File: config.mk
export PLATFORM = sky130hd
export DESIGN_NAME = d_ram_arb_flat
export DESIGN_NICKNAME = d
export VERILOG_FILES = /design/src/rtl/d_ram_arb_if.sv /design/src/rtl/d_ram_arb.sv /design/src/flat_wrapper.sv
export SDC_FILE = /design/constraint.sdc
export NUM_CORES = 1
export LEC_CHECK = 0
export CAP_MARGIN = 20
export CORE_MARGIN = 4
export CORE_UTILIZATION = 24
export CTS_BUF_LIST = sky130_fd_sc_hd__clkbuf_8
export CTS_CLUSTER_SIZE = 8
export DETAILED_ROUTE_END_ITERATION = 6
export GPL_ROUTABILITY_DRIVEN = 1
export PLACE_DENSITY = 0.8
export SYNTH_ARGS = -nofsm -noshare
export SYNTH_HDL_FRONTEND = slang
export SYNTH_SLANG_ARGS = --single-unit
File: constraint.sdc
create_clock -name clk -period 1.7 [get_ports clk]
set_input_delay 0.255 -clock clk [delete_from_list [all_inputs] [get_ports clk]]
set_output_delay 0.255 -clock clk [all_outputs]
set_load 0.1 [all_outputs]
File: src/rtl/d_ram_arb_if.sv
// Bundle between the CPU/DMA requesters, the d_ram_arb arbiter and the d_ram ports.
// slave is the arbiter view; master is the requester/RAM-side view.
interface d_ram_arb_if #(
  parameter int addr_width = 12,
  parameter int data_width = 8
);
  logic                  cpu_req;
  logic                  cpu_we;
  logic [addr_width-1:0] cpu_addr;
  logic [data_width-1:0] cpu_wdata;
  logic                  cpu_gnt;
  logic                  cpu_rvalid;
  logic [data_width-1:0] cpu_rdata;

  logic                  dma_req;
  logic                  dma_we;
  logic [addr_width-1:0] dma_addr;
  logic [data_width-1:0] dma_wdata;
  logic                  dma_gnt;
  logic                  dma_rvalid;
  logic [data_width-1:0] dma_rdata;

  logic                  ram_w_en;
  logic [addr_width-1:0] ram_w_addr;
  logic [data_width-1:0] ram_din;
  logic                  ram_r_en;
  logic [addr_width-1:0] ram_r_addr;
  logic [data_width-1:0] ram_dout;

  modport slave (
    input  cpu_req, cpu_we, cpu_addr, cpu_wdata,
    input  dma_req, dma_we, dma_addr, dma_wdata,
    input  ram_dout,
    output cpu_gnt, cpu_rvalid, cpu_rdata,
    output dma_gnt, dma_rvalid, dma_rdata,
    output ram_w_en, ram_w_addr, ram_din, ram_r_en, ram_r_addr
  );

  modport master (
    output cpu_req, cpu_we, cpu_addr, cpu_wdata,
    output dma_req, dma_we, dma_addr, dma_wdata,
    output ram_dout,
    input  cpu_gnt, cpu_rvalid, cpu_rdata,
    input  dma_gnt, dma_rvalid, dma_rdata,
    input  ram_w_en, ram_w_addr, ram_din, ram_r_en, ram_r_addr
  );
endinterface

File: src/rtl/d_ram_arb.sv
// CPU/DMA arbiter for the single-port-pair data RAM: CPU has fixed priority,
// a saturating wait counter hands the DMA priority after max_wait starved cycles.
//
// rd_owner state | meaning
// OWN_NONE       | no read returns this cycle
// OWN_CPU        | ram_dout belongs to the CPU this cycle
// OWN_DMA        | ram_dout belongs to the DMA this cycle
module d_ram_arb #(
  parameter int addr_width = 12,
  parameter int data_width = 8,
  parameter int max_wait   = 4
) (
  input  logic         clk,
  input  logic         rst_n,
  d_ram_arb_if.slave   bus
);
  localparam int cnt_w = $clog2(max_wait + 1);

  typedef enum logic [1:0] {
    OWN_NONE = 2'd0,
    OWN_CPU  = 2'd1,
    OWN_DMA  = 2'd2
  } owner_e;

  owner_e                rd_owner_q, rd_owner_d;
  logic [cnt_w-1:0]      wait_cnt_q, wait_cnt_d;
  logic                  dma_pri;
  logic                  cpu_win;
  logic                  dma_win;
  logic                  sel_we;
  logic [addr_width-1:0] sel_addr;
  logic [data_width-1:0] sel_wdata;

  always_ff @(posedge clk or negedge rst_n) begin
    if (!rst_n) begin
      rd_owner_q <= OWN_NONE;
      wait_cnt_q <= '0;
    end else begin
      rd_owner_q <= rd_owner_d;
      wait_cnt_q <= wait_cnt_d;
    end
  end

  always_comb begin
    dma_pri    = (wait_cnt_q == cnt_w'(max_wait));
    // Grants are gated by rst_n so nothing completes while reset is held.
    dma_win    = rst_n & bus.dma_req & (dma_pri | ~bus.cpu_req);
    cpu_win    = rst_n & bus.cpu_req & ~dma_win;

    sel_we     = dma_win ? bus.dma_we    : bus.cpu_we;
    sel_addr   = dma_win ? bus.dma_addr  : bus.cpu_addr;
    sel_wdata  = dma_win ? bus.dma_wdata : bus.cpu_wdata;

    rd_owner_d = OWN_NONE;
    if (cpu_win && !bus.cpu_we) begin
      rd_owner_d = OWN_CPU;
    end else if (dma_win && !bus.dma_we) begin
      rd_owner_d = OWN_DMA;
    end

    wait_cnt_d = wait_cnt_q;
    if (dma_win || !bus.dma_req) begin
      wait_cnt_d = '0;
    end else if (!dma_pri) begin
      wait_cnt_d = wait_cnt_q + cnt_w'(1);
    end
  end

  assign bus.cpu_gnt    = cpu_win;
  assign bus.dma_gnt    = dma_win;

  assign bus.ram_w_en   = (cpu_win | dma_win) & sel_we;
  assign bus.ram_r_en   = (cpu_win | dma_win) & ~sel_we;
  assign bus.ram_w_addr = sel_addr;
  assign bus.ram_r_addr = sel_addr;
  assign bus.ram_din    = sel_wdata;

  assign bus.cpu_rvalid = (rd_owner_q == OWN_CPU);
  assign bus.dma_rvalid = (rd_owner_q == OWN_DMA);
  assign bus.cpu_rdata  = bus.ram_dout;
  assign bus.dma_rdata  = bus.ram_dout;
endmodule

File: src/flat_wrapper.sv
// flat-port wrapper written by rule: the top's interface ports become plain ports
module d_ram_arb_flat 
#(
  parameter int addr_width = 12,
  parameter int data_width = 8,
  parameter int max_wait   = 4
)
  (clk, rst_n, bus_cpu_req, bus_cpu_we, bus_cpu_addr, bus_cpu_wdata, bus_dma_req, bus_dma_we, bus_dma_addr, bus_dma_wdata, bus_ram_dout, bus_cpu_gnt, bus_cpu_rvalid, bus_cpu_rdata, bus_dma_gnt, bus_dma_rvalid, bus_dma_rdata, bus_ram_w_en, bus_ram_w_addr, bus_ram_din, bus_ram_r_en, bus_ram_r_addr);
  d_ram_arb_if #(.addr_width(addr_width), .data_width(data_width)) bus_i ();
  input  logic clk;
  input  logic rst_n;
  input wire logic [$bits(bus_i.cpu_req)-1:0] bus_cpu_req;
  input wire logic [$bits(bus_i.cpu_we)-1:0] bus_cpu_we;
  input wire logic [$bits(bus_i.cpu_addr)-1:0] bus_cpu_addr;
  input wire logic [$bits(bus_i.cpu_wdata)-1:0] bus_cpu_wdata;
  input wire logic [$bits(bus_i.dma_req)-1:0] bus_dma_req;
  input wire logic [$bits(bus_i.dma_we)-1:0] bus_dma_we;
  input wire logic [$bits(bus_i.dma_addr)-1:0] bus_dma_addr;
  input wire logic [$bits(bus_i.dma_wdata)-1:0] bus_dma_wdata;
  input wire logic [$bits(bus_i.ram_dout)-1:0] bus_ram_dout;
  output wire logic [$bits(bus_i.cpu_gnt)-1:0] bus_cpu_gnt;
  output wire logic [$bits(bus_i.cpu_rvalid)-1:0] bus_cpu_rvalid;
  output wire logic [$bits(bus_i.cpu_rdata)-1:0] bus_cpu_rdata;
  output wire logic [$bits(bus_i.dma_gnt)-1:0] bus_dma_gnt;
  output wire logic [$bits(bus_i.dma_rvalid)-1:0] bus_dma_rvalid;
  output wire logic [$bits(bus_i.dma_rdata)-1:0] bus_dma_rdata;
  output wire logic [$bits(bus_i.ram_w_en)-1:0] bus_ram_w_en;
  output wire logic [$bits(bus_i.ram_w_addr)-1:0] bus_ram_w_addr;
  output wire logic [$bits(bus_i.ram_din)-1:0] bus_ram_din;
  output wire logic [$bits(bus_i.ram_r_en)-1:0] bus_ram_r_en;
  output wire logic [$bits(bus_i.ram_r_addr)-1:0] bus_ram_r_addr;
  assign bus_i.cpu_req = bus_cpu_req;
  assign bus_i.cpu_we = bus_cpu_we;
  assign bus_i.cpu_addr = bus_cpu_addr;
  assign bus_i.cpu_wdata = bus_cpu_wdata;
  assign bus_i.dma_req = bus_dma_req;
  assign bus_i.dma_we = bus_dma_we;
  assign bus_i.dma_addr = bus_dma_addr;
  assign bus_i.dma_wdata = bus_dma_wdata;
  assign bus_i.ram_dout = bus_ram_dout;
  assign bus_cpu_gnt = bus_i.cpu_gnt;
  assign bus_cpu_rvalid = bus_i.cpu_rvalid;
  assign bus_cpu_rdata = bus_i.cpu_rdata;
  assign bus_dma_gnt = bus_i.dma_gnt;
  assign bus_dma_rvalid = bus_i.dma_rvalid;
  assign bus_dma_rdata = bus_i.dma_rdata;
  assign bus_ram_w_en = bus_i.ram_w_en;
  assign bus_ram_w_addr = bus_i.ram_w_addr;
  assign bus_ram_din = bus_i.ram_din;
  assign bus_ram_r_en = bus_i.ram_r_en;
  assign bus_ram_r_addr = bus_i.ram_r_addr;
  d_ram_arb #(.addr_width(addr_width), .data_width(data_width), .max_wait(max_wait)) u_core (.clk(clk), .rst_n(rst_n), .bus(bus_i));
endmodule
; ---- Word level (Yosys, flattened, before mapping)
; Cells that the tools add are included.
[classes]
reduce_logical = 6
n_mux = 7
n_addsub = 1
bitwise_logic = 11
eq_ne = 4
[ops]
columns = operator, count
row1 = 12-bit 2-to-1 mux, 1
row2 = 8-bit 2-to-1 mux, 1
row3 = 1-bit bitwise AND, 6
row4 = 3-bit 2-to-1 mux, 2
row5 = 2-bit 2-to-1 mux, 2
row6 = 3-bit by 1-bit adder with 3-bit output (second input constant), 1
row7 = 3-bit equality test (second input constant), 1
row8 = 1-bit zero test, 3
row9 = 1-bit NOT, 3
row10 = 2-bit by 1-bit equality test with 1-bit output (second input constant), 1
row11 = 2-bit equality test (second input constant), 1
row12 = 1-bit logical AND, 2
row13 = 2-bit != test (second input constant), 1
row14 = 1-bit OR, 2
row15 = 1-bit logical OR, 1
row16 = 1-bit 2-to-1 mux, 1
[totals]
elab_cells = 31
output_inout_bits = 54
inputBits = 54
regBits = 5

; ---- Logic depth before layout (Yosys ltp)
[logic_depth]
depth_word = 7
ltp_mapped = 7
ltp_nobuf = 6

; ---- Least setup slack after synthesis
; OpenSTA, ideal clock, no wires.
[synth_timing]
path_type = register to output
startpoint = register u_core.wait_cnt_q[0]
endpoint = output port bus_ram_w_en
arrival_ns = 3.028
path_buffers = 0
t_required_ns = 1.445
slack_ns = -1.583
path_stages_with_launch = 6
path_cell_list = dfrtp_1 -> inv_1 -> ha_1 -> a21bo_4 -> nand3_1 -> a21boi_0
[synth_between]
elab_chain_len = 7
elab_cells_between_ends = 8
cone_classes = eq/ne: 1 / mux: 1 / bitwise: 6
[synth_rtl]
columns = item, line
row1 = from (decl), d_ram_arb.sv:26  ; logic [cnt_w-1:0] wait_cnt_q, wait_cnt_d;
row2 = from (signal assigned), d_ram_arb.sv:40  ; wait_cnt_q <= wait_cnt_d;
row3 = 3-bit equality test (*), d_ram_arb.sv:45  ; dma_pri = (wait_cnt_q == cnt_w'(max_wait));
row4 = 1-bit OR (*), d_ram_arb.sv:47  ; dma_win = rst_n & bus.dma_req & (dma_pri | ~bus.cpu_req);
row5 = 1-bit bitwise AND (*), d_ram_arb.sv:47
row6 = 1-bit NOT, d_ram_arb.sv:48  ; cpu_win = rst_n & bus.cpu_req & ~dma_win;
row7 = 1-bit bitwise AND, d_ram_arb.sv:48
row8 = 1-bit OR, d_ram_arb.sv:72  ; assign bus.ram_w_en = (cpu_win | dma_win) & sel_we;
row9 = 1-bit bitwise AND (*), d_ram_arb.sv:72
row10 = to (decl), flat_wrapper.sv:27  ; output wire logic [$bits(bus_i.ram_w_en)-1:0] bus_ram_w_en;
; Every way passes the cells marked *; elsewhere a longest branch is shown, timed or not.

; ---- Final worst setup path
[layout_timing]
startpoint = register u_core.wait_cnt_q[0]
endpoint = output port bus_ram_w_addr[3]
[layout_between]
elab_chain_len = 4
[layout_rtl]
columns = item, line
row1 = 3-bit equality test, d_ram_arb.sv:45
row2 = 1-bit OR, d_ram_arb.sv:47
row3 = 1-bit bitwise AND, d_ram_arb.sv:47
row4 = 12-bit 2-to-1 mux, d_ram_arb.sv:51  ; sel_addr = dma_win ? bus.dma_addr : bus.cpu_addr;
row5 = to (decl), flat_wrapper.sv:28  ; output wire logic [$bits(bus_i.ram_w_addr)-1:0] bus_ram_w_addr;
; No other way between the ends.

==> flow_summary.toml <==
[run_status]
status = "finished, violations left"
violations = "setup timing"

[drt]
wl_per_cell_um = 17.52
drc_errors = 0
antenna_left = 0
vias = 868
firstDrtPassIters = 3
wirelength_um = 3503
drt_iter0_markers = 16
via_per_inst = 4.340

[pwr]
p_per_area_mw_per_mm2 = 660.8
swShare = 0.4825
combPwrFrac = 0.756
p_clk_frac = 0.149
ir_drop_v = 0.0002838
p_sw_uw = 684.2
seq_power_share = 0.095
p_leak_uw = 0.0009876
internal-power_uw = 733.8

[finish]
instances_no_fill = 200
fill_cells = 273
synthToLayoutAreaGrowth_pct = 154.8
layout-drive-gt1-share = 0.5844
insertedDiodeCount = 0
layout_common_cells = "clkdlybuf4s50_1, buf_12, mux2_4, buf_4, dfrtp_1"
fin_nets = 211
layout_commonest_cell = "clkdlybuf4s50_1"
post-route-util = 0.6380
design_area_mm2 = 0.002146

[worst_setup_path]
reg2reg_depth = 8
reg2reg_slack_ns = 0.11
critPathArrivalTime_ns = 1.81
crit_type = "register to primary output"
cp_max_fo = 8
crit_path_start_kind = "register"
cp-endpoint = "bus_ram_w_addr[3]"
r2r-start = "u_core.wait_cnt_q[0]"
required_ns = 1.44
cp-startpoint = "u_core.wait_cnt_q[0]"
cp-end-kind = "primary output"
timing.rr.end = "u_core.rd_owner_q[0]"

[grt]
first_global_vias = 1075
antenna_found_initial = 0
use_met2 = 0.3325
grt_overflow = 0
grt_busiest_layer = "met2"
use_met1 = 0.1142
grt_use_met3 = 0.03661
grt_pass1_wl_um = 5092
grt_use_total = 0.1504
grt_max_degree = 9

[synthesis]
syn-cell-area_um2 = 842.1
yosys-top-cells-area = "mux2_4, buf_4, dfrtp_1"
syn_inst = 82
synth.largest_area_cell = "mux2_4"
synth_fp_nets = 138
synth_top_area_share = 0.2675
ys_ff_latch = 5
syn_avg_cell_area_um2 = 10.27
synth.distinct_cells = 20
ys_warn_count = 0
yosysSeqAreaShare = 0.1486

[clock_tree]
cts_buffer_depth = 2
clock-sinks = 5
cts-htree-levels = 1
cts_buffers = 3
clk-insertion-delay-late_ns = 0.22
cts.clk_slew.worst_paths_ns = 0.04
cts_tree = "done"
root_buffer = "clkbuf_8"

[sta]
relSlewSlack = 0.8870
fin_crit_ns = 2.068
setup_slack_ns = -0.3681
drv_slew = 0
hold_viol = 0
clock.fmax_mhz = 483.5
worst_pin_slew_ns = 0.1683
fin_skew_ns = 0.0008759
finalCritPeriodShare = 1.217
rsz0062_at_grt = "true"
finalSetupViolations = 36

[floorplanning]
die_h_um = 67.24
die-area_mm2 = 0.004521
initial_core_util = 0.2504
core_area_mm2 = 0.003363
rows = 21
floorplan.die.width_um = 67.24
io_pins = 108

[placed_design]
pre_cts_slack_ns = -0.4073
dp_hpwl_um = 2992
portBuffers = 83
dp.cells = 191
placed_cell_area_mm2 = 0.002018
gp_congestion = 0.7369

[hold_path]
hp-class = "primary input to asynchronous set/reset pin"

[run]
drv_cap = 0
==> kinds of logic (layout without fill, tap and decap cells) <==
family,Yosys count,count (layout),synth area share
buf+inv,33,105,0.2942
mux,21,21,0.3477
flops,5,5,0.1486
fa+ha+maj,2,2,0.02971
compound gates,4,4,0.05052
xor+xnor,1,1,0.01040
simple gates,16,16,0.1189
==> synthesized netlist by cell type <==
library cell,n
and3_1,2
buf_6,1
dfrtp_1,5
a21bo_4,1
inv_1,3
nand2_1,2
nor3_1,1
nor2b_1,2
a21boi_0,2
nor2_1,2
nand3_4,1
ha_1,2
buf_8,1
mux2_4,15
o2111a_1,1
buf_4,28
mux2_2,6
nand3_1,3
nand3b_1,3
xnor2_1,1
==> power groups by stage <==
stage,registers [uW],clock network (uW),logic [uW]
finish,135,211,1070
global placement,135,0,1030
detailed placement,136,0,1050
floorplan,136,0,848
global route,135,224,1100
CTS,134,214,1070
==> critical path: stages, from the launching register on <==
cell	delay, ns
dfrtp_1	0.36
inv_2	0.06
ha_4	0.16
a21bo_4	0.22
nand3_4	0.11
buf_12	0.15
mux2_4	0.34
buf_12	0.17
==> layer usage <==
| layer | vias to the layer above | routed length [um] |
|---|---|---|
| li1 | 399 | - |
| met1 | 395 | 875 |
| met2 | 56 | 2134 |
| met3 | 18 | 380 |
| met4 | 0 | 112 |
| met5 | - | 0 |
==> repair_timing <==
| item | in CTS | in global routing |
|---|---|---|
| setup endpoints to repair | 36 | 36 |
| setup buffers | 5 | 1 |
| resized for setup | 12 | 1 |
| pin swaps | 3 | 3 |
| hold buffers | 0 | 0 |
| gates cloned | 0 | 0 |
==> cell type report <==
type                            count  area (um2)  share of cell area
Clock inverter                      1       3.754            0.001749
Inverter                            3       15.01            0.006997
Clock buffer                        3       41.29             0.01924
Multi-Input combinational cell     44       545.5              0.2542
Tap cell                           46       57.56             0.02682
Sequential cell                     5       125.1             0.05831
Timing Repair Buffer               98        1358              0.6327
==> stage by stage <==
step	hold WS [ns]	TNS [ns]	power, uW
4_1_cts	0.4442	-11.35	1421
6_report	0.4469	-11.88	1418
2_1_floorplan	-0.04059	-5.294	983.5
5_1_grt	0.4467	-13.83	1462
3_3_place_gp	0.5117	-12.07	1163
3_5_place_dp	0.5117	-13.04	1182
==> flip-flops by register name, indices dropped and copies added (netlist names) <==
name	cells
u_core.rd_owner_q	2
u_core.wait_cnt_q	3
==> worst min-delay path by stage <==
stage,cells after the start,startpoint,endpoint
2_1_floorplan,0,rst_n,u_core.rd_owner_q[0]
3_3_place_gp,0,bus_ram_dout[7],bus_cpu_rdata[7]
3_5_place_dp,0,bus_ram_dout[7],bus_cpu_rdata[7]
4_1_cts,2,rst_n,u_core.wait_cnt_q[1]
5_1_grt,2,rst_n,u_core.wait_cnt_q[2]
6_report,2,rst_n,u_core.wait_cnt_q[1]
Power figures use the tool's default switching activity.
